<file path="src/rtl/axi4_if.sv">
// AXI4 bus bundle shared by the arbiter's upstream and downstream ports.
// The master modport drives requests; the slave modport drives responses.
interface axi4_if #(
  parameter int unsigned ADDR_WIDTH = 32,
  parameter int unsigned DATA_WIDTH = 64,
  parameter int unsigned ID_WIDTH   = 4
);
  localparam int unsigned StrbWidth = DATA_WIDTH / 8;

  logic [ID_WIDTH-1:0]   awid;
  logic [ADDR_WIDTH-1:0] awaddr;
  logic [7:0]            awlen;
  logic [2:0]            awsize;
  logic [1:0]            awburst;
  logic                  awlock;
  logic [3:0]            awcache;
  logic [2:0]            awprot;
  logic [3:0]            awqos;
  logic                  awvalid;
  logic                  awready;

  logic [DATA_WIDTH-1:0] wdata;
  logic [StrbWidth-1:0]  wstrb;
  logic                  wlast;
  logic                  wvalid;
  logic                  wready;

  logic [ID_WIDTH-1:0]   bid;
  logic [1:0]            bresp;
  logic                  bvalid;
  logic                  bready;

  logic [ID_WIDTH-1:0]   arid;
  logic [ADDR_WIDTH-1:0] araddr;
  logic [7:0]            arlen;
  logic [2:0]            arsize;
  logic [1:0]            arburst;
  logic                  arlock;
  logic [3:0]            arcache;
  logic [2:0]            arprot;
  logic [3:0]            arqos;
  logic                  arvalid;
  logic                  arready;

  logic [ID_WIDTH-1:0]   rid;
  logic [DATA_WIDTH-1:0] rdata;
  logic [1:0]            rresp;
  logic                  rlast;
  logic                  rvalid;
  logic                  rready;

  modport master (
    output awid, awaddr, awlen, awsize, awburst, awlock, awcache, awprot, awqos, awvalid,
    input  awready,
    output wdata, wstrb, wlast, wvalid,
    input  wready,
    input  bid, bresp, bvalid,
    output bready,
    output arid, araddr, arlen, arsize, arburst, arlock, arcache, arprot, arqos, arvalid,
    input  arready,
    input  rid, rdata, rresp, rlast, rvalid,
    output rready
  );

  modport slave (
    input  awid, awaddr, awlen, awsize, awburst, awlock, awcache, awprot, awqos, awvalid,
    output awready,
    input  wdata, wstrb, wlast, wvalid,
    output wready,
    output bid, bresp, bvalid,
    input  bready,
    input  arid, araddr, arlen, arsize, arburst, arlock, arcache, arprot, arqos, arvalid,
    output arready,
    output rid, rdata, rresp, rlast, rvalid,
    input  rready
  );
endinterface

</file>
<file path="src/rtl/axi4_arbiter_2x1.sv">
// Two-master to one-slave AXI4 arbiter: round-robin AW/AR grant, W steered in AW order,
// B/R routed back by the extra source bit prepended to the downstream ID.
module axi4_arbiter_2x1 #(
  parameter int unsigned ADDR_WIDTH = 32,
  parameter int unsigned DATA_WIDTH = 64,
  parameter int unsigned ID_WIDTH   = 4,
  parameter int unsigned WQ_DEPTH   = 4
) (
  input  logic   ACLK,
  input  logic   ARESETn,
  axi4_if.slave  m0,
  axi4_if.slave  m1,
  axi4_if.master s
);

  localparam int unsigned PtrW      = $clog2(WQ_DEPTH);
  localparam int unsigned StrbWidth = DATA_WIDTH / 8;
  localparam logic [PtrW:0] PtrOne  = (PtrW + 1)'(1);

  typedef enum logic {StFree, StHold} arb_state_e;

  // ---------------------------------------------------------------------------
  // AW arbitration
  // ---------------------------------------------------------------------------
  arb_state_e aw_st_q, aw_st_d;
  logic aw_hold_q, aw_hold_d;
  logic aw_last_q, aw_last_d;
  logic aw_gnt, aw_req, aw_valid, aw_hs;
  logic [ADDR_WIDTH-1:0] aw_addr;

  // W-order queue state, declared early because it gates AW.
  logic [WQ_DEPTH-1:0] wq_mem_q;
  logic [PtrW:0] wq_wptr_q, wq_rptr_q;
  logic wq_empty, wq_full, wq_head, wq_pop;

  always_comb begin
    aw_gnt = 1'b0;
    if (aw_st_q == StHold) begin
      aw_gnt = aw_hold_q;
    end else if (m0.awvalid && m1.awvalid) begin
      aw_gnt = ~aw_last_q;
    end else begin
      aw_gnt = m1.awvalid;
    end
  end

  always_comb begin
    aw_req     = aw_gnt ? m1.awvalid : m0.awvalid;
    aw_valid   = ARESETn && aw_req && !wq_full;
    aw_hs      = aw_valid && s.awready;
    s.awvalid  = aw_valid;
    m0.awready = ARESETn && !wq_full && !aw_gnt && s.awready;
    m1.awready = ARESETn && !wq_full && aw_gnt && s.awready;
  end

  always_comb begin
    s.awid    = {1'b0, m0.awid};
    aw_addr   = m0.awaddr;
    s.awlen   = m0.awlen;
    s.awsize  = m0.awsize;
    s.awburst = m0.awburst;
    s.awlock  = m0.awlock;
    s.awcache = m0.awcache;
    s.awprot  = m0.awprot;
    s.awqos   = m0.awqos;
    if (aw_gnt) begin
      s.awid    = {1'b1, m1.awid};
      aw_addr   = m1.awaddr;
      s.awlen   = m1.awlen;
      s.awsize  = m1.awsize;
      s.awburst = m1.awburst;
      s.awlock  = m1.awlock;
      s.awcache = m1.awcache;
      s.awprot  = m1.awprot;
      s.awqos   = m1.awqos;
    end
    s.awaddr = aw_addr;
  end

  // Hold the grant while the slave stalls a presented request.
  always_comb begin
    aw_st_d   = aw_st_q;
    aw_hold_d = aw_hold_q;
    aw_last_d = aw_last_q;
    if (aw_valid) begin
      if (s.awready) begin
        aw_st_d   = StFree;
        aw_last_d = aw_gnt;
      end else begin
        aw_st_d   = StHold;
        aw_hold_d = aw_gnt;
      end
    end
  end

  always_ff @(posedge ACLK or negedge ARESETn) begin
    if (!ARESETn) begin
      aw_st_q   <= StFree;
      aw_hold_q <= 1'b0;
      aw_last_q <= 1'b1;
    end else begin
      aw_st_q   <= aw_st_d;
      aw_hold_q <= aw_hold_d;
      aw_last_q <= aw_last_d;
    end
  end

  // ---------------------------------------------------------------------------
  // AR arbitration
  // ---------------------------------------------------------------------------
  arb_state_e ar_st_q, ar_st_d;
  logic ar_hold_q, ar_hold_d;
  logic ar_last_q, ar_last_d;
  logic ar_gnt, ar_req, ar_valid;
  logic [ADDR_WIDTH-1:0] ar_addr;

  always_comb begin
    ar_gnt = 1'b0;
    if (ar_st_q == StHold) begin
      ar_gnt = ar_hold_q;
    end else if (m0.arvalid && m1.arvalid) begin
      ar_gnt = ~ar_last_q;
    end else begin
      ar_gnt = m1.arvalid;
    end
  end

  always_comb begin
    ar_req     = ar_gnt ? m1.arvalid : m0.arvalid;
    ar_valid   = ARESETn && ar_req;
    s.arvalid  = ar_valid;
    m0.arready = ARESETn && !ar_gnt && s.arready;
    m1.arready = ARESETn && ar_gnt && s.arready;
  end

  always_comb begin
    s.arid    = {1'b0, m0.arid};
    ar_addr   = m0.araddr;
    s.arlen   = m0.arlen;
    s.arsize  = m0.arsize;
    s.arburst = m0.arburst;
    s.arlock  = m0.arlock;
    s.arcache = m0.arcache;
    s.arprot  = m0.arprot;
    s.arqos   = m0.arqos;
    if (ar_gnt) begin
      s.arid    = {1'b1, m1.arid};
      ar_addr   = m1.araddr;
      s.arlen   = m1.arlen;
      s.arsize  = m1.arsize;
      s.arburst = m1.arburst;
      s.arlock  = m1.arlock;
      s.arcache = m1.arcache;
      s.arprot  = m1.arprot;
      s.arqos   = m1.arqos;
    end
    s.araddr = ar_addr;
  end

  always_comb begin
    ar_st_d   = ar_st_q;
    ar_hold_d = ar_hold_q;
    ar_last_d = ar_last_q;
    if (ar_valid) begin
      if (s.arready) begin
        ar_st_d   = StFree;
        ar_last_d = ar_gnt;
      end else begin
        ar_st_d   = StHold;
        ar_hold_d = ar_gnt;
      end
    end
  end

  always_ff @(posedge ACLK or negedge ARESETn) begin
    if (!ARESETn) begin
      ar_st_q   <= StFree;
      ar_hold_q <= 1'b0;
      ar_last_q <= 1'b1;
    end else begin
      ar_st_q   <= ar_st_d;
      ar_hold_q <= ar_hold_d;
      ar_last_q <= ar_last_d;
    end
  end

  // ---------------------------------------------------------------------------
  // W steering: queue of granted AW sources, popped on each WLAST beat
  // ---------------------------------------------------------------------------
  logic w_valid, w_last;
  logic [DATA_WIDTH-1:0] w_data;
  logic [StrbWidth-1:0] w_strb;

  always_comb begin
    wq_empty = (wq_wptr_q == wq_rptr_q);
    wq_full  = (wq_wptr_q[PtrW] != wq_rptr_q[PtrW]) &&
               (wq_wptr_q[PtrW-1:0] == wq_rptr_q[PtrW-1:0]);
    wq_head  = wq_mem_q[wq_rptr_q[PtrW-1:0]];
  end

  always_comb begin
    w_data  = wq_head ? m1.wdata : m0.wdata;
    w_strb  = wq_head ? m1.wstrb : m0.wstrb;
    w_last  = wq_head ? m1.wlast : m0.wlast;
    w_valid = ARESETn && !wq_empty && (wq_head ? m1.wvalid : m0.wvalid);
    wq_pop  = w_valid && s.wready && w_last;
    s.wdata    = w_data;
    s.wstrb    = w_strb;
    s.wlast    = w_last;
    s.wvalid   = w_valid;
    m0.wready  = ARESETn && !wq_empty && !wq_head && s.wready;
    m1.wready  = ARESETn && !wq_empty && wq_head && s.wready;
  end

  always_ff @(posedge ACLK or negedge ARESETn) begin
    if (!ARESETn) begin
      wq_mem_q  <= '0;
      wq_wptr_q <= '0;
      wq_rptr_q <= '0;
    end else begin
      if (aw_hs) begin
        wq_mem_q[wq_wptr_q[PtrW-1:0]] <= aw_gnt;
        wq_wptr_q <= wq_wptr_q + PtrOne;
      end
      if (wq_pop) begin
        wq_rptr_q <= wq_rptr_q + PtrOne;
      end
    end
  end

  // ---------------------------------------------------------------------------
  // B / R return routing on the ID source bit, unbuffered
  // ---------------------------------------------------------------------------
  logic b_idx, r_idx;

  always_comb begin
    b_idx     = s.bid[ID_WIDTH];
    m0.bid    = s.bid[ID_WIDTH-1:0];
    m1.bid    = s.bid[ID_WIDTH-1:0];
    m0.bresp  = s.bresp;
    m1.bresp  = s.bresp;
    m0.bvalid = ARESETn && s.bvalid && !b_idx;
    m1.bvalid = ARESETn && s.bvalid && b_idx;
    s.bready  = ARESETn && (b_idx ? m1.bready : m0.bready);
  end

  always_comb begin
    r_idx     = s.rid[ID_WIDTH];
    m0.rid    = s.rid[ID_WIDTH-1:0];
    m1.rid    = s.rid[ID_WIDTH-1:0];
    m0.rdata  = s.rdata;
    m1.rdata  = s.rdata;
    m0.rresp  = s.rresp;
    m1.rresp  = s.rresp;
    m0.rlast  = s.rlast;
    m1.rlast  = s.rlast;
    m0.rvalid = ARESETn && s.rvalid && !r_idx;
    m1.rvalid = ARESETn && s.rvalid && r_idx;
    s.rready  = ARESETn && (r_idx ? m1.rready : m0.rready);
  end

endmodule

</file>
<file path="src/flat_wrapper.sv">
// flat-port wrapper written by rule: the top's interface ports become plain ports
module axi4_arbiter_2x1_flat 
#(
  parameter int unsigned ADDR_WIDTH = 32,
  parameter int unsigned DATA_WIDTH = 64,
  parameter int unsigned ID_WIDTH   = 4,
  parameter int unsigned WQ_DEPTH   = 4
)
  (ACLK, ARESETn, m0_awid, m0_awaddr, m0_awlen, m0_awsize, m0_awburst, m0_awlock, m0_awcache, m0_awprot, m0_awqos, m0_awvalid, m0_awready, m0_wdata, m0_wstrb, m0_wlast, m0_wvalid, m0_wready, m0_bid, m0_bresp, m0_bvalid, m0_bready, m0_arid, m0_araddr, m0_arlen, m0_arsize, m0_arburst, m0_arlock, m0_arcache, m0_arprot, m0_arqos, m0_arvalid, m0_arready, m0_rid, m0_rdata, m0_rresp, m0_rlast, m0_rvalid, m0_rready, m1_awid, m1_awaddr, m1_awlen, m1_awsize, m1_awburst, m1_awlock, m1_awcache, m1_awprot, m1_awqos, m1_awvalid, m1_awready, m1_wdata, m1_wstrb, m1_wlast, m1_wvalid, m1_wready, m1_bid, m1_bresp, m1_bvalid, m1_bready, m1_arid, m1_araddr, m1_arlen, m1_arsize, m1_arburst, m1_arlock, m1_arcache, m1_arprot, m1_arqos, m1_arvalid, m1_arready, m1_rid, m1_rdata, m1_rresp, m1_rlast, m1_rvalid, m1_rready, s_awid, s_awaddr, s_awlen, s_awsize, s_awburst, s_awlock, s_awcache, s_awprot, s_awqos, s_awvalid, s_awready, s_wdata, s_wstrb, s_wlast, s_wvalid, s_wready, s_bid, s_bresp, s_bvalid, s_bready, s_arid, s_araddr, s_arlen, s_arsize, s_arburst, s_arlock, s_arcache, s_arprot, s_arqos, s_arvalid, s_arready, s_rid, s_rdata, s_rresp, s_rlast, s_rvalid, s_rready);
  axi4_if #(.ADDR_WIDTH(ADDR_WIDTH), .DATA_WIDTH(DATA_WIDTH), .ID_WIDTH(ID_WIDTH)) m0_i ();
  axi4_if #(.ADDR_WIDTH(ADDR_WIDTH), .DATA_WIDTH(DATA_WIDTH), .ID_WIDTH(ID_WIDTH)) m1_i ();
  axi4_if #(.ADDR_WIDTH(ADDR_WIDTH), .DATA_WIDTH(DATA_WIDTH), .ID_WIDTH(ID_WIDTH)) s_i ();
  input  logic ACLK;
  input  logic ARESETn;
  input wire logic [$bits(m0_i.awid)-1:0] m0_awid;
  input wire logic [$bits(m0_i.awaddr)-1:0] m0_awaddr;
  input wire logic [$bits(m0_i.awlen)-1:0] m0_awlen;
  input wire logic [$bits(m0_i.awsize)-1:0] m0_awsize;
  input wire logic [$bits(m0_i.awburst)-1:0] m0_awburst;
  input wire logic [$bits(m0_i.awlock)-1:0] m0_awlock;
  input wire logic [$bits(m0_i.awcache)-1:0] m0_awcache;
  input wire logic [$bits(m0_i.awprot)-1:0] m0_awprot;
  input wire logic [$bits(m0_i.awqos)-1:0] m0_awqos;
  input wire logic [$bits(m0_i.awvalid)-1:0] m0_awvalid;
  output wire logic [$bits(m0_i.awready)-1:0] m0_awready;
  input wire logic [$bits(m0_i.wdata)-1:0] m0_wdata;
  input wire logic [$bits(m0_i.wstrb)-1:0] m0_wstrb;
  input wire logic [$bits(m0_i.wlast)-1:0] m0_wlast;
  input wire logic [$bits(m0_i.wvalid)-1:0] m0_wvalid;
  output wire logic [$bits(m0_i.wready)-1:0] m0_wready;
  output wire logic [$bits(m0_i.bid)-1:0] m0_bid;
  output wire logic [$bits(m0_i.bresp)-1:0] m0_bresp;
  output wire logic [$bits(m0_i.bvalid)-1:0] m0_bvalid;
  input wire logic [$bits(m0_i.bready)-1:0] m0_bready;
  input wire logic [$bits(m0_i.arid)-1:0] m0_arid;
  input wire logic [$bits(m0_i.araddr)-1:0] m0_araddr;
  input wire logic [$bits(m0_i.arlen)-1:0] m0_arlen;
  input wire logic [$bits(m0_i.arsize)-1:0] m0_arsize;
  input wire logic [$bits(m0_i.arburst)-1:0] m0_arburst;
  input wire logic [$bits(m0_i.arlock)-1:0] m0_arlock;
  input wire logic [$bits(m0_i.arcache)-1:0] m0_arcache;
  input wire logic [$bits(m0_i.arprot)-1:0] m0_arprot;
  input wire logic [$bits(m0_i.arqos)-1:0] m0_arqos;
  input wire logic [$bits(m0_i.arvalid)-1:0] m0_arvalid;
  output wire logic [$bits(m0_i.arready)-1:0] m0_arready;
  output wire logic [$bits(m0_i.rid)-1:0] m0_rid;
  output wire logic [$bits(m0_i.rdata)-1:0] m0_rdata;
  output wire logic [$bits(m0_i.rresp)-1:0] m0_rresp;
  output wire logic [$bits(m0_i.rlast)-1:0] m0_rlast;
  output wire logic [$bits(m0_i.rvalid)-1:0] m0_rvalid;
  input wire logic [$bits(m0_i.rready)-1:0] m0_rready;
  input wire logic [$bits(m1_i.awid)-1:0] m1_awid;
  input wire logic [$bits(m1_i.awaddr)-1:0] m1_awaddr;
  input wire logic [$bits(m1_i.awlen)-1:0] m1_awlen;
  input wire logic [$bits(m1_i.awsize)-1:0] m1_awsize;
  input wire logic [$bits(m1_i.awburst)-1:0] m1_awburst;
  input wire logic [$bits(m1_i.awlock)-1:0] m1_awlock;
  input wire logic [$bits(m1_i.awcache)-1:0] m1_awcache;
  input wire logic [$bits(m1_i.awprot)-1:0] m1_awprot;
  input wire logic [$bits(m1_i.awqos)-1:0] m1_awqos;
  input wire logic [$bits(m1_i.awvalid)-1:0] m1_awvalid;
  output wire logic [$bits(m1_i.awready)-1:0] m1_awready;
  input wire logic [$bits(m1_i.wdata)-1:0] m1_wdata;
  input wire logic [$bits(m1_i.wstrb)-1:0] m1_wstrb;
  input wire logic [$bits(m1_i.wlast)-1:0] m1_wlast;
  input wire logic [$bits(m1_i.wvalid)-1:0] m1_wvalid;
  output wire logic [$bits(m1_i.wready)-1:0] m1_wready;
  output wire logic [$bits(m1_i.bid)-1:0] m1_bid;
  output wire logic [$bits(m1_i.bresp)-1:0] m1_bresp;
  output wire logic [$bits(m1_i.bvalid)-1:0] m1_bvalid;
  input wire logic [$bits(m1_i.bready)-1:0] m1_bready;
  input wire logic [$bits(m1_i.arid)-1:0] m1_arid;
  input wire logic [$bits(m1_i.araddr)-1:0] m1_araddr;
  input wire logic [$bits(m1_i.arlen)-1:0] m1_arlen;
  input wire logic [$bits(m1_i.arsize)-1:0] m1_arsize;
  input wire logic [$bits(m1_i.arburst)-1:0] m1_arburst;
  input wire logic [$bits(m1_i.arlock)-1:0] m1_arlock;
  input wire logic [$bits(m1_i.arcache)-1:0] m1_arcache;
  input wire logic [$bits(m1_i.arprot)-1:0] m1_arprot;
  input wire logic [$bits(m1_i.arqos)-1:0] m1_arqos;
  input wire logic [$bits(m1_i.arvalid)-1:0] m1_arvalid;
  output wire logic [$bits(m1_i.arready)-1:0] m1_arready;
  output wire logic [$bits(m1_i.rid)-1:0] m1_rid;
  output wire logic [$bits(m1_i.rdata)-1:0] m1_rdata;
  output wire logic [$bits(m1_i.rresp)-1:0] m1_rresp;
  output wire logic [$bits(m1_i.rlast)-1:0] m1_rlast;
  output wire logic [$bits(m1_i.rvalid)-1:0] m1_rvalid;
  input wire logic [$bits(m1_i.rready)-1:0] m1_rready;
  output wire logic [$bits(s_i.awid)-1:0] s_awid;
  output wire logic [$bits(s_i.awaddr)-1:0] s_awaddr;
  output wire logic [$bits(s_i.awlen)-1:0] s_awlen;
  output wire logic [$bits(s_i.awsize)-1:0] s_awsize;
  output wire logic [$bits(s_i.awburst)-1:0] s_awburst;
  output wire logic [$bits(s_i.awlock)-1:0] s_awlock;
  output wire logic [$bits(s_i.awcache)-1:0] s_awcache;
  output wire logic [$bits(s_i.awprot)-1:0] s_awprot;
  output wire logic [$bits(s_i.awqos)-1:0] s_awqos;
  output wire logic [$bits(s_i.awvalid)-1:0] s_awvalid;
  input wire logic [$bits(s_i.awready)-1:0] s_awready;
  output wire logic [$bits(s_i.wdata)-1:0] s_wdata;
  output wire logic [$bits(s_i.wstrb)-1:0] s_wstrb;
  output wire logic [$bits(s_i.wlast)-1:0] s_wlast;
  output wire logic [$bits(s_i.wvalid)-1:0] s_wvalid;
  input wire logic [$bits(s_i.wready)-1:0] s_wready;
  input wire logic [$bits(s_i.bid)-1:0] s_bid;
  input wire logic [$bits(s_i.bresp)-1:0] s_bresp;
  input wire logic [$bits(s_i.bvalid)-1:0] s_bvalid;
  output wire logic [$bits(s_i.bready)-1:0] s_bready;
  output wire logic [$bits(s_i.arid)-1:0] s_arid;
  output wire logic [$bits(s_i.araddr)-1:0] s_araddr;
  output wire logic [$bits(s_i.arlen)-1:0] s_arlen;
  output wire logic [$bits(s_i.arsize)-1:0] s_arsize;
  output wire logic [$bits(s_i.arburst)-1:0] s_arburst;
  output wire logic [$bits(s_i.arlock)-1:0] s_arlock;
  output wire logic [$bits(s_i.arcache)-1:0] s_arcache;
  output wire logic [$bits(s_i.arprot)-1:0] s_arprot;
  output wire logic [$bits(s_i.arqos)-1:0] s_arqos;
  output wire logic [$bits(s_i.arvalid)-1:0] s_arvalid;
  input wire logic [$bits(s_i.arready)-1:0] s_arready;
  input wire logic [$bits(s_i.rid)-1:0] s_rid;
  input wire logic [$bits(s_i.rdata)-1:0] s_rdata;
  input wire logic [$bits(s_i.rresp)-1:0] s_rresp;
  input wire logic [$bits(s_i.rlast)-1:0] s_rlast;
  input wire logic [$bits(s_i.rvalid)-1:0] s_rvalid;
  output wire logic [$bits(s_i.rready)-1:0] s_rready;
  assign m0_i.awid = m0_awid;
  assign m0_i.awaddr = m0_awaddr;
  assign m0_i.awlen = m0_awlen;
  assign m0_i.awsize = m0_awsize;
  assign m0_i.awburst = m0_awburst;
  assign m0_i.awlock = m0_awlock;
  assign m0_i.awcache = m0_awcache;
  assign m0_i.awprot = m0_awprot;
  assign m0_i.awqos = m0_awqos;
  assign m0_i.awvalid = m0_awvalid;
  assign m0_awready = m0_i.awready;
  assign m0_i.wdata = m0_wdata;
  assign m0_i.wstrb = m0_wstrb;
  assign m0_i.wlast = m0_wlast;
  assign m0_i.wvalid = m0_wvalid;
  assign m0_wready = m0_i.wready;
  assign m0_bid = m0_i.bid;
  assign m0_bresp = m0_i.bresp;
  assign m0_bvalid = m0_i.bvalid;
  assign m0_i.bready = m0_bready;
  assign m0_i.arid = m0_arid;
  assign m0_i.araddr = m0_araddr;
  assign m0_i.arlen = m0_arlen;
  assign m0_i.arsize = m0_arsize;
  assign m0_i.arburst = m0_arburst;
  assign m0_i.arlock = m0_arlock;
  assign m0_i.arcache = m0_arcache;
  assign m0_i.arprot = m0_arprot;
  assign m0_i.arqos = m0_arqos;
  assign m0_i.arvalid = m0_arvalid;
  assign m0_arready = m0_i.arready;
  assign m0_rid = m0_i.rid;
  assign m0_rdata = m0_i.rdata;
  assign m0_rresp = m0_i.rresp;
  assign m0_rlast = m0_i.rlast;
  assign m0_rvalid = m0_i.rvalid;
  assign m0_i.rready = m0_rready;
  assign m1_i.awid = m1_awid;
  assign m1_i.awaddr = m1_awaddr;
  assign m1_i.awlen = m1_awlen;
  assign m1_i.awsize = m1_awsize;
  assign m1_i.awburst = m1_awburst;
  assign m1_i.awlock = m1_awlock;
  assign m1_i.awcache = m1_awcache;
  assign m1_i.awprot = m1_awprot;
  assign m1_i.awqos = m1_awqos;
  assign m1_i.awvalid = m1_awvalid;
  assign m1_awready = m1_i.awready;
  assign m1_i.wdata = m1_wdata;
  assign m1_i.wstrb = m1_wstrb;
  assign m1_i.wlast = m1_wlast;
  assign m1_i.wvalid = m1_wvalid;
  assign m1_wready = m1_i.wready;
  assign m1_bid = m1_i.bid;
  assign m1_bresp = m1_i.bresp;
  assign m1_bvalid = m1_i.bvalid;
  assign m1_i.bready = m1_bready;
  assign m1_i.arid = m1_arid;
  assign m1_i.araddr = m1_araddr;
  assign m1_i.arlen = m1_arlen;
  assign m1_i.arsize = m1_arsize;
  assign m1_i.arburst = m1_arburst;
  assign m1_i.arlock = m1_arlock;
  assign m1_i.arcache = m1_arcache;
  assign m1_i.arprot = m1_arprot;
  assign m1_i.arqos = m1_arqos;
  assign m1_i.arvalid = m1_arvalid;
  assign m1_arready = m1_i.arready;
  assign m1_rid = m1_i.rid;
  assign m1_rdata = m1_i.rdata;
  assign m1_rresp = m1_i.rresp;
  assign m1_rlast = m1_i.rlast;
  assign m1_rvalid = m1_i.rvalid;
  assign m1_i.rready = m1_rready;
  assign s_awid = s_i.awid;
  assign s_awaddr = s_i.awaddr;
  assign s_awlen = s_i.awlen;
  assign s_awsize = s_i.awsize;
  assign s_awburst = s_i.awburst;
  assign s_awlock = s_i.awlock;
  assign s_awcache = s_i.awcache;
  assign s_awprot = s_i.awprot;
  assign s_awqos = s_i.awqos;
  assign s_awvalid = s_i.awvalid;
  assign s_i.awready = s_awready;
  assign s_wdata = s_i.wdata;
  assign s_wstrb = s_i.wstrb;
  assign s_wlast = s_i.wlast;
  assign s_wvalid = s_i.wvalid;
  assign s_i.wready = s_wready;
  assign s_i.bid = s_bid;
  assign s_i.bresp = s_bresp;
  assign s_i.bvalid = s_bvalid;
  assign s_bready = s_i.bready;
  assign s_arid = s_i.arid;
  assign s_araddr = s_i.araddr;
  assign s_arlen = s_i.arlen;
  assign s_arsize = s_i.arsize;
  assign s_arburst = s_i.arburst;
  assign s_arlock = s_i.arlock;
  assign s_arcache = s_i.arcache;
  assign s_arprot = s_i.arprot;
  assign s_arqos = s_i.arqos;
  assign s_arvalid = s_i.arvalid;
  assign s_i.arready = s_arready;
  assign s_i.rid = s_rid;
  assign s_i.rdata = s_rdata;
  assign s_i.rresp = s_rresp;
  assign s_i.rlast = s_rlast;
  assign s_i.rvalid = s_rvalid;
  assign s_rready = s_i.rready;
  axi4_arbiter_2x1 #(.ADDR_WIDTH(ADDR_WIDTH), .DATA_WIDTH(DATA_WIDTH), .ID_WIDTH(ID_WIDTH), .WQ_DEPTH(WQ_DEPTH)) u_core (.ACLK(ACLK), .ARESETn(ARESETn), .m0(m0_i), .m1(m1_i), .s(s_i));
endmodule
</file>
<file path="config.mk">
export PLATFORM = sky130hd
export DESIGN_NAME = axi4_arbiter_2x1_flat
export DESIGN_NICKNAME = d
export VERILOG_FILES = /design/src/rtl/axi4_if.sv /design/src/rtl/axi4_arbiter_2x1.sv /design/src/flat_wrapper.sv
export SDC_FILE = /design/constraint.sdc
export NUM_CORES = 1
export LEC_CHECK = 0
export CAP_MARGIN = 30
export CORE_AREA = 4 4 331 333
export CTS_CLUSTER_SIZE = 12
export DETAILED_ROUTE_END_ITERATION = 10
export DIE_AREA = 0 0 335 337
export PLACE_DENSITY = 0.3
export SLEW_MARGIN = 10
export SYNTH_ARGS = -nofsm -noshare
export SYNTH_HDL_FRONTEND = slang
export SYNTH_SLANG_ARGS = --single-unit
</file>
<file path="constraint.sdc">
create_clock -name ACLK -period 2.18 [get_ports ACLK]
set_input_delay 0.436 -clock ACLK [delete_from_list [all_inputs] [get_ports ACLK]]
set_output_delay 0.436 -clock ACLK [all_outputs]
set_load 0.02 [all_outputs]
</file>
==> flow_metrics.env <==
export IMPL_row_count=120
export IMPL_cp_max_fo=37
export IMPL_power_net_switching_mw=7.553
export IMPL_netSwitchingFraction_pct=46.92
export IMPL_dr_pass1_iters=4
export IMPL_grt_setup_unrepaired="yes"
export IMPL_avgViaCountPerCell=2.573
export IMPL_final_util_pct=13.77
export IMPL_cts_root_buf="clkbuf_16"
export IMPL_hold_path_class="in2async"
export IMPL_drt_iter0_drc=146
export IMPL_grt_antenna_before_repair=28
export IMPL_path_class="reg2out"
export IMPL_intPower_mw=8.545
export IMPL_io_pins=848
export IMPL_nets=1655
export IMPL_die_area_sq_mm=0.1129
export IMPL_power_mw=16.10
export IMPL_post_route_min_period_ns=2.755
export IMPL_ys_ff_latch=16
export IMPL_seq_power_share_pct=3.4
export IMPL_final_area_sq_mm=0.01467
export IMPL_ys_top_cells_by_area="mux2_2 34%, buf_4 26%, nand2_1 16%"
export IMPL_fin_ws_ns=-0.5749
export IMPL_netlist_area_leader_share_pct=34.02
export IMPL_drcViolationCount=0
export IMPL_routed_via_count=6633
export IMPL_synth_cell_types=36
export IMPL_syn_cell_area_sq_mm=0.004502
export IMPL_cp_startpoint="u_core.wq_rptr_q[0]"
export IMPL_comb_power_share_pct=94.1
export IMPL_post_route_period_util_pct=126.4
export IMPL_slew_violations=0
export IMPL_avgRoutedWirePerCell_um=25.08
export IMPL_grt_pass1_wl_mm=76.13
export IMPL_die_y_um=337
export IMPL_clkPwrFrac_pct=2.5
export IMPL_drt_total_wl_mm=64.66
export IMPL_place_hpwl_mm=55.59
export IMPL_n_fill_cell=12083
export IMPL_cts_sinks=16
export IMPL_ctsHoldBuffers=0
export IMPL_cts_tree="yes"
export IMPL_arrival_ns=2.32
export IMPL_irDropWorstVdd_v=0.0007121
export IMPL_leakage_nw=6.033
export IMPL_start_util_pct=4.223
export IMPL_r2r_start="u_core.wq_rptr_q[0]"
export IMPL_final_layout_size_suffix_gt1_share_pct=51.93
export IMPL_setup_viol_count_final=199
export IMPL_holdWs_ns=0.2811
export IMPL_synth_avg_cell_area_sq_um=7.441
export IMPL_yosys_warnings=0
export IMPL_ys_seq_area_share_pct=8.949
export IMPL_syn2layout_area_growth_pct=226.0
export IMPL_track_usage_pct=10.35
export IMPL_design_core_area_sq_mm=0.1066
export IMPL_start_kind="flop"
export IMPL_h_tree_depth=1
export IMPL_synth_cells=605
export IMPL_yosysTopAreaCell="mux2_2"
export IMPL_powerDensity_mw_per_mm2=1097
export IMPL_maxCapViolations=0
export IMPL_fin_worst_skew_ns=0.003586
export IMPL_status="complete, but fails checks"
export IMPL_critPathRequiredTime_ns=1.74
export IMPL_grt_max_degree=41
export IMPL_fmax_mhz=363.0
export IMPL_grt_pass1_vias=7128
export IMPL_critPathCaptureType="output port"
export IMPL_placed_area_sq_mm=0.01226
export IMPL_finalHoldViolCount=0
export IMPL_clk_path_buf_depth=2
export IMPL_violations="negative setup slack"
export IMPL_clock_latency_ns=0.25
export IMPL_ant_nets=0
export IMPL_io_buffers=608
export IMPL_gp_congestion=0.7893
export IMPL_cts_clk_slew_worst_paths_ns=0.05
export IMPL_overflow=0
export IMPL_die_w_um=335
export IMPL_cts_buffers=3
[flip-flops by register name, summed over array words and instances (netlist names)]
name	flops
u_core.ar_hold_q	1
u_core.aw_hold_q	1
u_core.wq_mem_q	4
u_core.aw_st_q	1
u_core.ar_st_q	1
u_core.wq_wptr_q	3
u_core.aw_last_q	1
u_core.wq_rptr_q	3
u_core.ar_last_q	1
[per-stage QoR]
step | worst slack [ns] | cells | TNS [ns]
2_1_floorplan | 0.06871 | 608 | 0
3_3_place_gp | -0.9436 | 2491 | -115.28
3_5_place_dp | -0.9380 | 2491 | -117.20
4_1_cts | -0.5894 | 2533 | -80.08
5_1_grt | -0.6166 | 2568 | -81.30
6_report | -0.5749 | 2578 | -68.69
[layer usage]
layer | up-vias | wire, um | track usage (%)
met2 | 600 | 30860 | 17.88
met3 | 57 | 10230 | 7.305
met5 | - | 190 | 0
li1 | 2954 | - | -
met4 | 30 | 709 | 0.1839
met1 | 2992 | 22670 | 10.93
[worst max-delay path, stage by stage (launching register included)]
cell	delay (ns)
dfrtp_1	0.40
mux4_4	0.69
buf_12	0.21
clkbuf_16	0.24
mux2_2	0.33
buf_12	0.15
[power by group through the flow]
stage | clock (mW) | combinational [mW] | sequential, mW
finish | 0.409 | 15.1 | 0.544
global route | 0.441 | 16.0 | 0.560
CTS | 0.425 | 12.9 | 0.532
detailed placement | 0 | 12.1 | 0.529
global placement | 0 | 12.1 | 0.530
floorplan | 0 | 4.98 | 0.521
[layout by cell type, fill, tap and decap left out, types with 2 or more instances in the layout]
master	n
xnor2_1	2
clkdlybuf4s50_1	398
diode_2	10
dlymetal6s2s_1	3
buf_4	70
dfrtp_1	13
conb_1	4
o21ai_0	4
mux2_2	71
mux2i_1	2
nor4_2	2
nand2_4	71
mux2i_4	2
buf_6	127
nand2_1	61
buf_8	5
nand2_2	58
nor2_4	4
buf_12	99
clkbuf_16	8
nor2_1	5
and2_1	3
dlygate4sd2_1	30
o31ai_1	6
inv_1	9
xor2_1	4
mux2_4	65
dfstp_2	2
buf_16	4
xor2_2	2
ha_1	5
[final cells by class]
| cell class | count | area, sq um | area share (%) |
|---|---|---|---|
| repair buffers | 741 | 8532 | 58.14 |
| multi-input cells | 395 | 3835 | 26.13 |
| well taps | 1403 | 1755 | 11.96 |
| flip-flops and latches | 16 | 404.1 | 2.754 |
| clock buffers | 4 | 88.84 | 0.6054 |
| inverters | 9 | 33.78 | 0.2302 |
| diodes | 10 | 25.02 | 0.1705 |
[Yosys cell counts]
cell	n
nand2_1	190
buf_4	158
mux2_2	136
clkbuf_1	16
dfrtp_1	14
buf_2	13
nor2_1	10
inv_1	9
o31ai_1	8
xor2_1	6
ha_1	5
mux2i_1	5
o21ai_0	4
and2_1	3
a21boi_0	2
a22o_1	2
dfstp_2	2
nor2b_1	2
nor3_1	2
xnor2_1	2
a21oi_1	1
a22oi_1	1
a31oi_1	1
and3_1	1
buf_1	1
conb_1	1
mux2_1	1
mux4_2	1
nand3_1	1
nor4_1	1
nor4_2	1
o21a_1	1
o2bb2ai_1	1
o311ai_2	1
or2_0	1
or2_2	1
[kinds of logic after synthesis]
| family | share of synthesized area (%) |
|---|---|
| XOR/XNOR | 1.556 |
| other | 0.08330 |
| flip-flops | 8.949 |
| AND/OR/NAND/NOR | 18.54 |
| buffers and inverters | 29.96 |
| multiplexers | 35.88 |
| AO/OA/AOI/OAI | 3.641 |
| adder cells (fa/ha/maj) | 1.390 |
[timing repair]
item                                    4_1_cts  5_1_grt
pin swaps                                     3       93
endpoints found under the setup margin      215      215
setup buffers                                33       40
resized for setup                           425      440
gates cloned                                  6        6
[path summary, 6_finish.rpt]
| check | end | slack [ns] | depth (start not counted) |
|---|---|---|---|
| setup / recovery | s_wdata[47] | -0.57 | 5 |
| hold reg to reg | u_core.wq_mem_q[3] | 0.52 | 1 |
| hold / removal | u_core.ar_hold_q | 0.28 | 3 |
| min in group ACLK | u_core.wq_mem_q[3] | 0.52 | 1 |
| setup reg to reg | u_core.wq_rptr_q[1] | -0.28 | 6 |
| max in group asynchronous | u_core.ar_last_q | 1.59 | 4 |
Note: power is estimated with default switching activity, not from simulation.
